<file path="config.mk">
export PLATFORM = sky130hd
export DESIGN_NAME = pueo_threshold_loader
export DESIGN_NICKNAME = d
export VERILOG_FILES = /design/src/rtl/pueo_threshold_loader.sv
export SDC_FILE = /design/constraint.sdc
export NUM_CORES = 1
export LEC_CHECK = 0
export CAP_MARGIN = 5
export CORE_ASPECT_RATIO = 2
export CORE_MARGIN = 4
export CORE_UTILIZATION = 44
export CTS_BUF_LIST = sky130_fd_sc_hd__clkbuf_8
export CTS_CLUSTER_SIZE = 16
export DETAILED_ROUTE_END_ITERATION = 8
export GPL_TIMING_DRIVEN = 1
export PLACE_DENSITY = 0.93
export SYNTH_ARGS = -nofsm -noshare
export SYNTH_HDL_FRONTEND = slang
export SYNTH_SLANG_ARGS = --single-unit
</file>
<file path="constraint.sdc">
create_clock -name clk_i -period 2 [get_ports clk_i]
set_input_delay 0.5 -clock clk_i [delete_from_list [all_inputs] [get_ports clk_i]]
set_output_delay 0.5 -clock clk_i [all_outputs]
set_load 0.005 [all_outputs]
</file>
<file path="src/rtl/pueo_threshold_loader.sv">
// Streams one packet of threshold words into the head of a cascaded DSP threshold
// chain, then issues a single update strobe. Optional gap timeout: PUEO_THRESH_LOADER_TIMEOUT_EN.
module pueo_threshold_loader #(
  parameter int NSTAGES     = 16,
  parameter int THRESH_BITS = 18,
  parameter int TIMEOUT     = 255
) (
  input  logic                     clk_i,
  input  logic                     rst_i,
  input  logic [2*THRESH_BITS-1:0] s_thresh_tdata,
  input  logic                     s_thresh_tvalid,
  output logic                     s_thresh_tready,
  input  logic                     s_thresh_tlast,
  input  logic                     update_ok_i,
  output logic [2*THRESH_BITS-1:0] thresh_o,
  output logic [1:0]               thresh_wr_o,
  output logic [1:0]               thresh_update_o,
  output logic                     busy_o,
  output logic                     done_o,
  output logic                     err_o
);

  localparam int CW = $clog2(NSTAGES + 1);
  localparam int WW = 2 * THRESH_BITS;

  typedef enum logic [1:0] {IDLE, LOAD, DRAIN, WAIT_UPD} state_t;

  state_t          state_q, state_d;
  logic [CW-1:0]   count_q, count_d;
  logic [CW-1:0]   count_inc;
  logic [WW-1:0]   thresh_q, thresh_d;
  logic            wr_q, wr_d;
  logic            upd_q, upd_d;
  logic            done_q, done_d;
  logic            err_q, err_d;
  logic            ready;
  logic            accept;
  logic            timeout_hit;

  assign ready           = (state_q != WAIT_UPD);
  assign accept          = s_thresh_tvalid & ready;
  assign s_thresh_tready = ready & ~rst_i;

  // Word count including the beat being accepted this cycle.
  assign count_inc = (state_q == IDLE) ? CW'(1) : count_q + CW'(1);

`ifdef PUEO_THRESH_LOADER_TIMEOUT_EN
  localparam int GW = $clog2(TIMEOUT + 1);
  logic [GW-1:0] gap_q, gap_d;

  always_comb begin
    gap_d       = gap_q;
    timeout_hit = 1'b0;
    if (state_q == LOAD || state_q == DRAIN) begin
      if (accept) begin
        gap_d = '0;
      end else if (gap_q == GW'(TIMEOUT - 1)) begin
        timeout_hit = 1'b1;
        gap_d       = '0;
      end else begin
        gap_d = gap_q + GW'(1);
      end
    end else if (state_q == IDLE) begin
      gap_d = '0;
    end
  end

  always_ff @(posedge clk_i or posedge rst_i) begin
    if (rst_i) gap_q <= '0;
    else       gap_q <= gap_d;
  end
`else
  // TIMEOUT is only meaningful with the gap counter; a negative value is never valid.
  assign timeout_hit = (TIMEOUT < 0);
`endif

  always_comb begin
    state_d  = state_q;
    count_d  = count_q;
    thresh_d = thresh_q;
    wr_d     = 1'b0;
    upd_d    = 1'b0;
    done_d   = 1'b0;
    err_d    = 1'b0;
    case (state_q)
      IDLE, LOAD: begin
        if (accept) begin
          thresh_d = s_thresh_tdata;
          wr_d     = 1'b1;
          count_d  = count_inc;
          if (s_thresh_tlast) begin
            if (count_inc == CW'(NSTAGES)) begin
              state_d = WAIT_UPD;
            end else begin
              err_d   = 1'b1;
              state_d = IDLE;
              count_d = '0;
            end
          end else if (count_inc == CW'(NSTAGES)) begin
            state_d = DRAIN;
          end else begin
            state_d = LOAD;
          end
        end else if (timeout_hit) begin
          err_d   = 1'b1;
          state_d = IDLE;
          count_d = '0;
        end
      end
      DRAIN: begin
        if ((accept && s_thresh_tlast) || timeout_hit) begin
          err_d   = 1'b1;
          state_d = IDLE;
          count_d = '0;
        end
      end
      WAIT_UPD: begin
        // Hold tready low through the update and done pulses so the next
        // packet starts only after done_o.
        if (done_q) begin
          state_d = IDLE;
          count_d = '0;
        end else if (upd_q) begin
          done_d = 1'b1;
        end else if (update_ok_i) begin
          upd_d = 1'b1;
        end
      end
      default: begin
        state_d = IDLE;
        count_d = '0;
      end
    endcase
  end

  always_ff @(posedge clk_i or posedge rst_i) begin
    if (rst_i) begin
      state_q  <= IDLE;
      count_q  <= '0;
      thresh_q <= '0;
      wr_q     <= 1'b0;
      upd_q    <= 1'b0;
      done_q   <= 1'b0;
      err_q    <= 1'b0;
    end else begin
      state_q  <= state_d;
      count_q  <= count_d;
      thresh_q <= thresh_d;
      wr_q     <= wr_d;
      upd_q    <= upd_d;
      done_q   <= done_d;
      err_q    <= err_d;
    end
  end

  assign thresh_o        = thresh_q;
  assign thresh_wr_o     = {2{wr_q}};
  assign thresh_update_o = {2{upd_q}};
  assign busy_o          = (state_q != IDLE);
  assign done_o          = done_q;
  assign err_o           = err_q;

endmodule
</file>
; Word level (Yosys, flattened, before mapping)
; Index checks and enable logic that the tools add are counted.
[totals]
input_bits = 41
elab_cells = 53
out_inout_bits = 44
ff_bits = 47
[op_classes]
n_reduce_logical = 6
addsub = 1
mux = 28
bitwise = 3
n_eq_ne = 8
[op_table]
columns = op, n
row1 = $mux W5, 6
row2 = $pmux W5 S3, 1
row3 = $mux W1, 13
row4 = $mux W2, 6
row5 = $ne A2 B2 Y1 const B, 4
row6 = $pmux W2 S3, 1
row7 = $add A5 B1 Y5 const B, 1
row8 = $eq A5 B5 Y1 const B, 1
row9 = $eq A2 B2 Y1 const B, 2
row10 = $reduce_and A3 Y1, 1
row11 = $and A1 B1 Y1, 2
row12 = $eq A2 B1 Y1 const B, 1
row13 = $logic_not A2 Y1, 1
row14 = $pmux W1 S2, 1
row15 = $reduce_and A2 Y1, 1
row16 = $reduce_bool A2 Y1, 1
row17 = $reduce_or A2 Y1, 1
row18 = $logic_and A1 B1 Y1, 1
row19 = $not A1 Y1, 1

; Logic depth before layout (Yosys ltp)
; Gate-level depths: netlist (run 1).
[depth]
word_depth = 7
ltp_mapped = 8
depth_no_buf = 8

; Worst setup path before layout (run 1)
; Ideal clock, no wire load.
[synth_path]
kind = register to register
from = register count_q[0]
to = register err_q, in the netlist err_o
t_required_ps = 1880
path_buffers = 0
path_stages_with_launch = 9
path_slack_ps = 160
t_arrival_ps = 1720
setup_time_ps = 120
synth_period_minus_slack_ps = 1840
path_cell_list = dfrtp_1 ha_1 xor2_1 nor3_1 nand2_1 or3_1 ha_1 mux2i_1 nor2b_1
[synth_between]
elab_chain_len = 7
[synth_rtl]
columns = item, line_no
row1 = from (decl), 29  ; logic [CW-1:0] count_q, count_d;
row2 = from (signal assigned), 147  ; count_q <= count_d;
row3 = $add A5 B1 Y5, 45  ; assign count_inc = (state_q == IDLE) ? CW'(1) : count_q + CW'(1);
row4 = $mux W5, 45
row5 = $eq A5 B5 Y1, 92  ; if (count_inc == CW'(NSTAGES)) begin
row6 = $mux W1, 92
row7 = $mux W1, 91  ; if (s_thresh_tlast) begin
row8 = $mux W1, 87  ; if (accept) begin
row9 = $pmux W1 S2, 85  ; case (state_q)
row10 = net err_d, 35  ; logic err_q, err_d;
row11 = to (signal assigned), 152  ; err_q <= err_d;
row12 = to (decl), 35
; The timed path passes the listed nets, and every way through them passes these cells.
; A chain may end at the register's enable or synchronous reset.

; Worst setup path in the final report (run 1)
[layout_path]
from = register state_q[0]
to = output busy_o
[layout_between]
elab_chain_len = 1
[layout_rtl]
columns = item, line_no
row1 = from (decl), 28  ; state_t state_q, state_d;
row2 = from (signal assigned), 146  ; state_q <= state_d;
row3 = $reduce_bool A2 Y1, 159  ; assign busy_o = (state_q != IDLE);
row4 = to (decl), 18  ; output logic busy_o,
; No other way between the ends.

==> results of run 1 <==
[path summary, 6_finish.rpt]
path	endpoint	slack, ns	cells past startpoint
worst max-delay path	busy_o	0.1	3
worst min-delay path	upd_q	0.49	1
worst max register to register	err_o	0.12	8
worst min register to register	upd_q	0.49	1
max in group asynchronous	thresh_o[17]	1.00	4
min in group asynchronous	thresh_o[9]	0.67	4
[cells by family (layout without fill, tap and decap cells)]
family | after synthesis | after routing | synth area share [%]
xor gates and xnor gates | 3 | 3 | 1.321
adders and majority gates | 4 | 4 | 2.516
DFF | 47 | 47 | 59.12
buffers and inverters | 17 | 114 | 4.403
and+or+nand+nor | 26 | 26 | 7.045
AOI/OAI and AO/OA | 11 | 11 | 3.585
muxes | 39 | 39 | 22.01
[stage by stage]
step                      power (µW)  setup slack [ns]  hold WS, ns  utilization [%]
after floorplan                 1593            0.1596       0.4470                -
after global placement          2151          -0.04918       0.4668            67.79
after detailed placement        2197          -0.04918       0.4756            67.79
after CTS                       2797           0.02092       0.4916            70.19
after global routing            2912          -0.01875       0.5101            70.62
final                           2759           0.09807       0.4890            70.62
[final cells by class]
| cell class | instances | area [µm²] | area share (%) |
|---|---|---|---|
| clock buffers | 6 | 82.58 | 2.669 |
| flip-flops and latches | 47 | 1179 | 38.09 |
| clock inverters | 2 | 12.51 | 0.4044 |
| inverters | 8 | 30.03 | 0.9705 |
| repair buffers | 98 | 969.7 | 31.34 |
| multi-input cells | 83 | 753.2 | 24.34 |
| well taps | 54 | 67.56 | 2.184 |
[state kept, by name (all words and copies together), names as in the netlist]
signal and cells:
wr_q 1, thresh_o 36, upd_q 1, state_q 2
err_o 1, done_o 1, count_q 5
[metal layers]
layer  wire, µm  vias to the layer above  part of all wire, %  global-route usage (%)
met2       2896                       61                   61                   32.66
met5          0                        -                    0                       0
met3        261                       13                  5.5                   3.634
met1       1450                      730                   31                   15.88
li1           -                      696                    -                       -
met4        125                        0                  2.6                   7.865
[what timing repair did]
| action | CTS | global route |
|---|---|---|
| hold buffers | 0 | 0 |
| endpoints found under the setup margin | 2 | 4 |
| gates resized for setup | 3 | 5 |
| buffers inserted | 1 | 0 |
| pin swaps | 0 | 1 |
| endpoints found under the hold margin | 0 | 0 |
| cloned | 0 | 0 |
[critical path: cells and delay by family (launching register included)]
| family | cells | cell delay, ns |
|---|---|---|
| AND/OR/NAND/NOR | 1 | 0.15 |
| buffers and inverters | 2 | 0.48 |
| flip-flops | 1 | 0.48 |
[placed cells by master, fill, tap and decap left out, types with 4 or more instances in the layout]
cell,n
a21oi_1,4
buf_4,12
clkbuf_8,6
clkdlybuf4s50_1,83
dfrtp_1,45
inv_1,8
mux2_2,38
nand2_1,4
nand3_1,6
nor2_1,4
o21ai_0,4
[report_power, final]
part           switching, µW  internal (µW)  leakage (µW)  total [µW]
clock                    304            278     0.0000526         582
combinational            285            624      0.000694         909
sequential               117           1150      0.000564        1270
==> metrics, run 1 <==
status=complete, no violations; slowest stage cell on the critical path=dfrtp_2; detailed placer's ending HPWL=3.864 mm; Final Non-Filler Cells=298; CP Max Fanout=8; EDFF count, synth=0; TritonRoute pass-1 iters=4; number of global-route vias before repair=between 1500 and 2000; Final Wtd Congestion=0.7759; CP required=approximately 1.5 ns; f_max=around 530 MHz; post-synth top area share=roughly 59%; Post-synth top cells=dfrtp_1, mux2_2, inv_1; final instance area=between 0.003 and 0.004 mm²; Synth area leaders=dfrtp_1, mux2_2, ha_1; min-delay src=upd_q; peak supply drop=around 0.71 mV; I/O Pins=85; initial antenna violation count=0; IO buf count=84; critical path cell sequence=nor2_4, inv_1, clkdlybuf4s50_1; Yosys reg bits=47; slowest stage delay, CP=approximately 0.48 ns; CP Data Arrival Time=around 1.4 ns; Setup crit start=state_q[0]; Antenna Nets Post-Route=0; Max Cap Viol=0; final period demand of the worst path=around 1.9 ns; die footprint=0.005726 mm²; Slew Limit Fails=0; vias per cell=~5; row count=34; largest area contributor in the netlist=dfrtp_1; sequential cell area fraction in the yosys report=59.12%; GRT overflow=0; count leader, synth=dfrtp_1; post-DR wirelength/cell=between 15 and 20 µm; Final TNS setup=0 ns; Slew HR=approximately three quarters; Area Growth Syn to Fin=55.53%; Core ar.=0.004382 mm²; Nets=288; largest net degree at the start of global routing=31; Syn Inst Count=roughly 150; Synth Cell Area=0.001989 mm²; CP Class=flip-flop to output pin; fillcell total=roughly 320; ys flop type=dfrtp_1; HP Class=flip-flop to flip-flop; final wirelength=4.734 mm; Ys Warns=0; remaining routing DRC violations=0; Final Hold Fails=0; post-synthesis cell type count=24; ant diodes=0; Placed Area=just under 0.003 mm²; element type at the critical path end=output pin; Async S/R FF share, synth=100.0%; starting density of the core=between 40% and 50%; Clock Skew=slightly below 0.005 ns; slew of the pin with the lowest slew margin=between 0.3 and 0.4 ns; CTS tree=yes; r2r startpoint=count_q[0]; H-Tree Depth=2; crit path launch type=flip-flop; CTS Sinks=47; pwr dens=between 800 and 900 mW/mm²; Longest Clk Path Bufs=2; Post-Place Cells=just under 300; die boundary width=roughly 56 µm; # setup viols final=0; global-route usage over all layers=between 10% and 20%; die height=103.1 µm; net count after synthesis=between 150 and 200; Syn Area/Cell=about 14 µm²; Tcrit/Tclk final=95.10%; CTS clk-pin slew, worst paths=0.08 ns; Num CTS Buffers=5; DR vias=1500; share of layout cells above drive strength 1=about 29%; first-pass GRT wire length=7.348 mm; Clk Latency, worst-skew pair=between 0.2 and 0.3 ns; CTS root buffer=clkbuf_8; Leak Pwr=approximately 0.0013 µW; initial DRC count=12
Note: power is estimated with default switching activity, not from simulation.
==> run 2, diff against run 1 <==
CORE_UTILIZATION = 55   (was 44)
DONT_BUFFER_PORTS = 1   (was unset)
HOLD_SLACK_MARGIN = 0.1   (was unset)
PLACE_DENSITY = 0.67   (was 0.93)
==> run 2 against run 1 <==
Effect of this change: clock skew shrank 0.0015 ns; via count is 25% lower; first-iteration DRC count rose by 25%; worst hold slack worse by 0.37 ns.
==> metrics, run 2 (synthesis results as in run 1) <==
status=complete, no violations; Area Growth Syn to Fin=9.371%; commonest non-fill, non-tap cell in the layout=dfrtp_1; GRT overflow=0; CTS clk-pin slew, worst paths=0.08 ns; worst-case reg-to-reg path depth=8; Highest Signal Layer=met4; Placed Area=a little over 0.002 mm²; CTS Sinks=47; CP Data Arrival Time=around 2.1 ns; HP Class=primary input to async pin; TritonRoute pass-1 iters=4; Post-Place Cells=about 190; peak supply drop=slightly below 0.8 mV; die boundary width=between 50 and 60 µm; CP Class=flip-flop to flip-flop; FF-to-FF setup slack=approximately 0.09 ns; pwr dens=about 1100 mW/mm²; Longest Clk Path Bufs=2; CTS tree=yes; Final Non-Filler Cells=roughly 200; Slew Limit Fails=0; largest net degree at the start of global routing=25; I/O Pins=between 80 and 90; Tcrit/Tclk final=roughly 96%; Reg area=around 0.0012 mm²; vias per cell=about 5.6; final wirelength=between 3 and 4 mm; global-route usage over all layers=16.97%; RR Endpoint=err_o; Nets=between 150 and 200; Final TNS setup=0 ns; RSZ-0062 raised after global routing=no; row count=30; r2r startpoint=count_q[0]; Slew HR=roughly two thirds; Leak Pwr=roughly 0.00094 µW; Clock Skew=0.003353 ns; CP Max Fanout=4; CTS root buffer=clkbuf_8; first-pass GRT wire length=5.982 mm; crit path launch type=flip-flop; f_max=523.5 MHz; share of layout cells above drive strength 1=~39%; final period demand of the worst path=1.910 ns; initial antenna violation count=0; met2 wire length=between 2 and 2.5 mm; Clk Latency, worst-skew pair=between 0.2 and 0.3 ns; initial DRC count=15; met3 wire len=294 µm; most frequent cells in the layout=dfrtp_1, mux2_2, inv_1, clkbuf_8, nand3_1; Core ar.=between 0.003 and 0.004 mm²; Final Hold Fails=0; element type at the critical path end=flip-flop; # setup viols final=0; number of global-route vias before repair=1222; Final Wtd Congestion=between 0.8 and 0.9; fillcell total=around 280; Post-Route M1 WL=about 1.2 mm; die footprint=roughly 0.0047 mm²; remaining routing DRC violations=0; ant diodes=0; Core Util, Final=between 60 and 70%; H-Tree Depth=2; die height=between 90 and 100 µm; Antenna Nets Post-Route=0; Num CTS Buffers=5; Max Cap Viol=0; final instance area=around 0.0022 mm²; Post-CTS Setup Bufs=0; max reg flops=36; starting density of the core=slightly below 60%; post-DR wirelength/cell=approximately 19 µm; CP required=~2.2 ns; footprint of the multi-input gates=about 760 µm²; DR vias=around 1100; slew of the pin with the lowest slew margin=between 0.5 and 0.6 ns; IO buf count=0
[run 2: changes by cell type in the layout (fill, tap and decap cells not counted), moves of 2 or more]
cell	previous run	this run
clkdlybuf4s50_1	83	0
buf_4	12	4
dfrtp_1	45	47
dfrtp_2	2	0
[run 2: repair_timing]
action                                 in CTS  in global routing
resized for setup                           1                  3
hold buffers                                0                  0
endpoints found under the hold margin       0                  0
setup endpoints to repair                   1                  3
cloned                                      0                  0
[run 2: power breakdown]
| part | switching [µW] | internal, µW | total, µW |
|---|---|---|---|
| Clock | 285 | 314 | 599 |
| Combinational | 163 | 211 | 374 |
| Sequential | 161 | 1150 | 1310 |
[run 2: through the flow]
step | power [µW] | worst slack (ns) | hold WS (ns)
after global routing | 2415 | 0.02957 | 0.1434
after global placement | 1678 | 0.09842 | 0.4368
after floorplan | 1593 | 0.1596 | 0.4470
after detailed placement | 1707 | 0.0009748 | 0.4447
final | 2285 | 0.08993 | 0.1167
after CTS | 2313 | 0.008831 | 0.1264
[run 2: critical path, stage by stage (launching register included)]
cell and delay (ns):
dfrtp_1 0.45, ha_4 0.20, xor2_1 0.16, nor3_2 0.14, nand2_1 0.12, or3_1 0.38
ha_1 0.18, mux2i_1 0.12, nor2b_1 0.06
[run 2: cell type report]
type,instances,share of cell area [%]
Multi-Input combinational cell,83,34.73
Clock inverter,1,0.3450
Sequential cell,47,54.05
Inverter,8,1.380
Timing Repair Buffer,5,2.300
Clock buffer,7,4.428
Tap cell,48,2.760
[run 2: metal layers]
metal  global-route usage, %  up-vias
met5                       0        -
met4                   6.742        0
met3                   4.944        7
met2                   32.10       58
met1                   16.51      552
li1                        -      505
[run 2: worst max path at each step]
stage | slack [ns] | from | end
floorplan | 0.16 | count_q[0] | err_o
global placement | 0.1 | count_q[0] | err_o
detailed placement | 0.001 | count_q[0] | state_q[0]
CTS | 0.009 | count_q[0] | err_o
global route | 0.03 | count_q[0] | err_o
finish | 0.09 | count_q[0] | err_o
==> run 3, diff against run 2 <==
GPL_ROUTABILITY_DRIVEN = 0   (was unset)
==> results of run 3 <==
Final layout, timing and power as in run 2 (identical DEF).
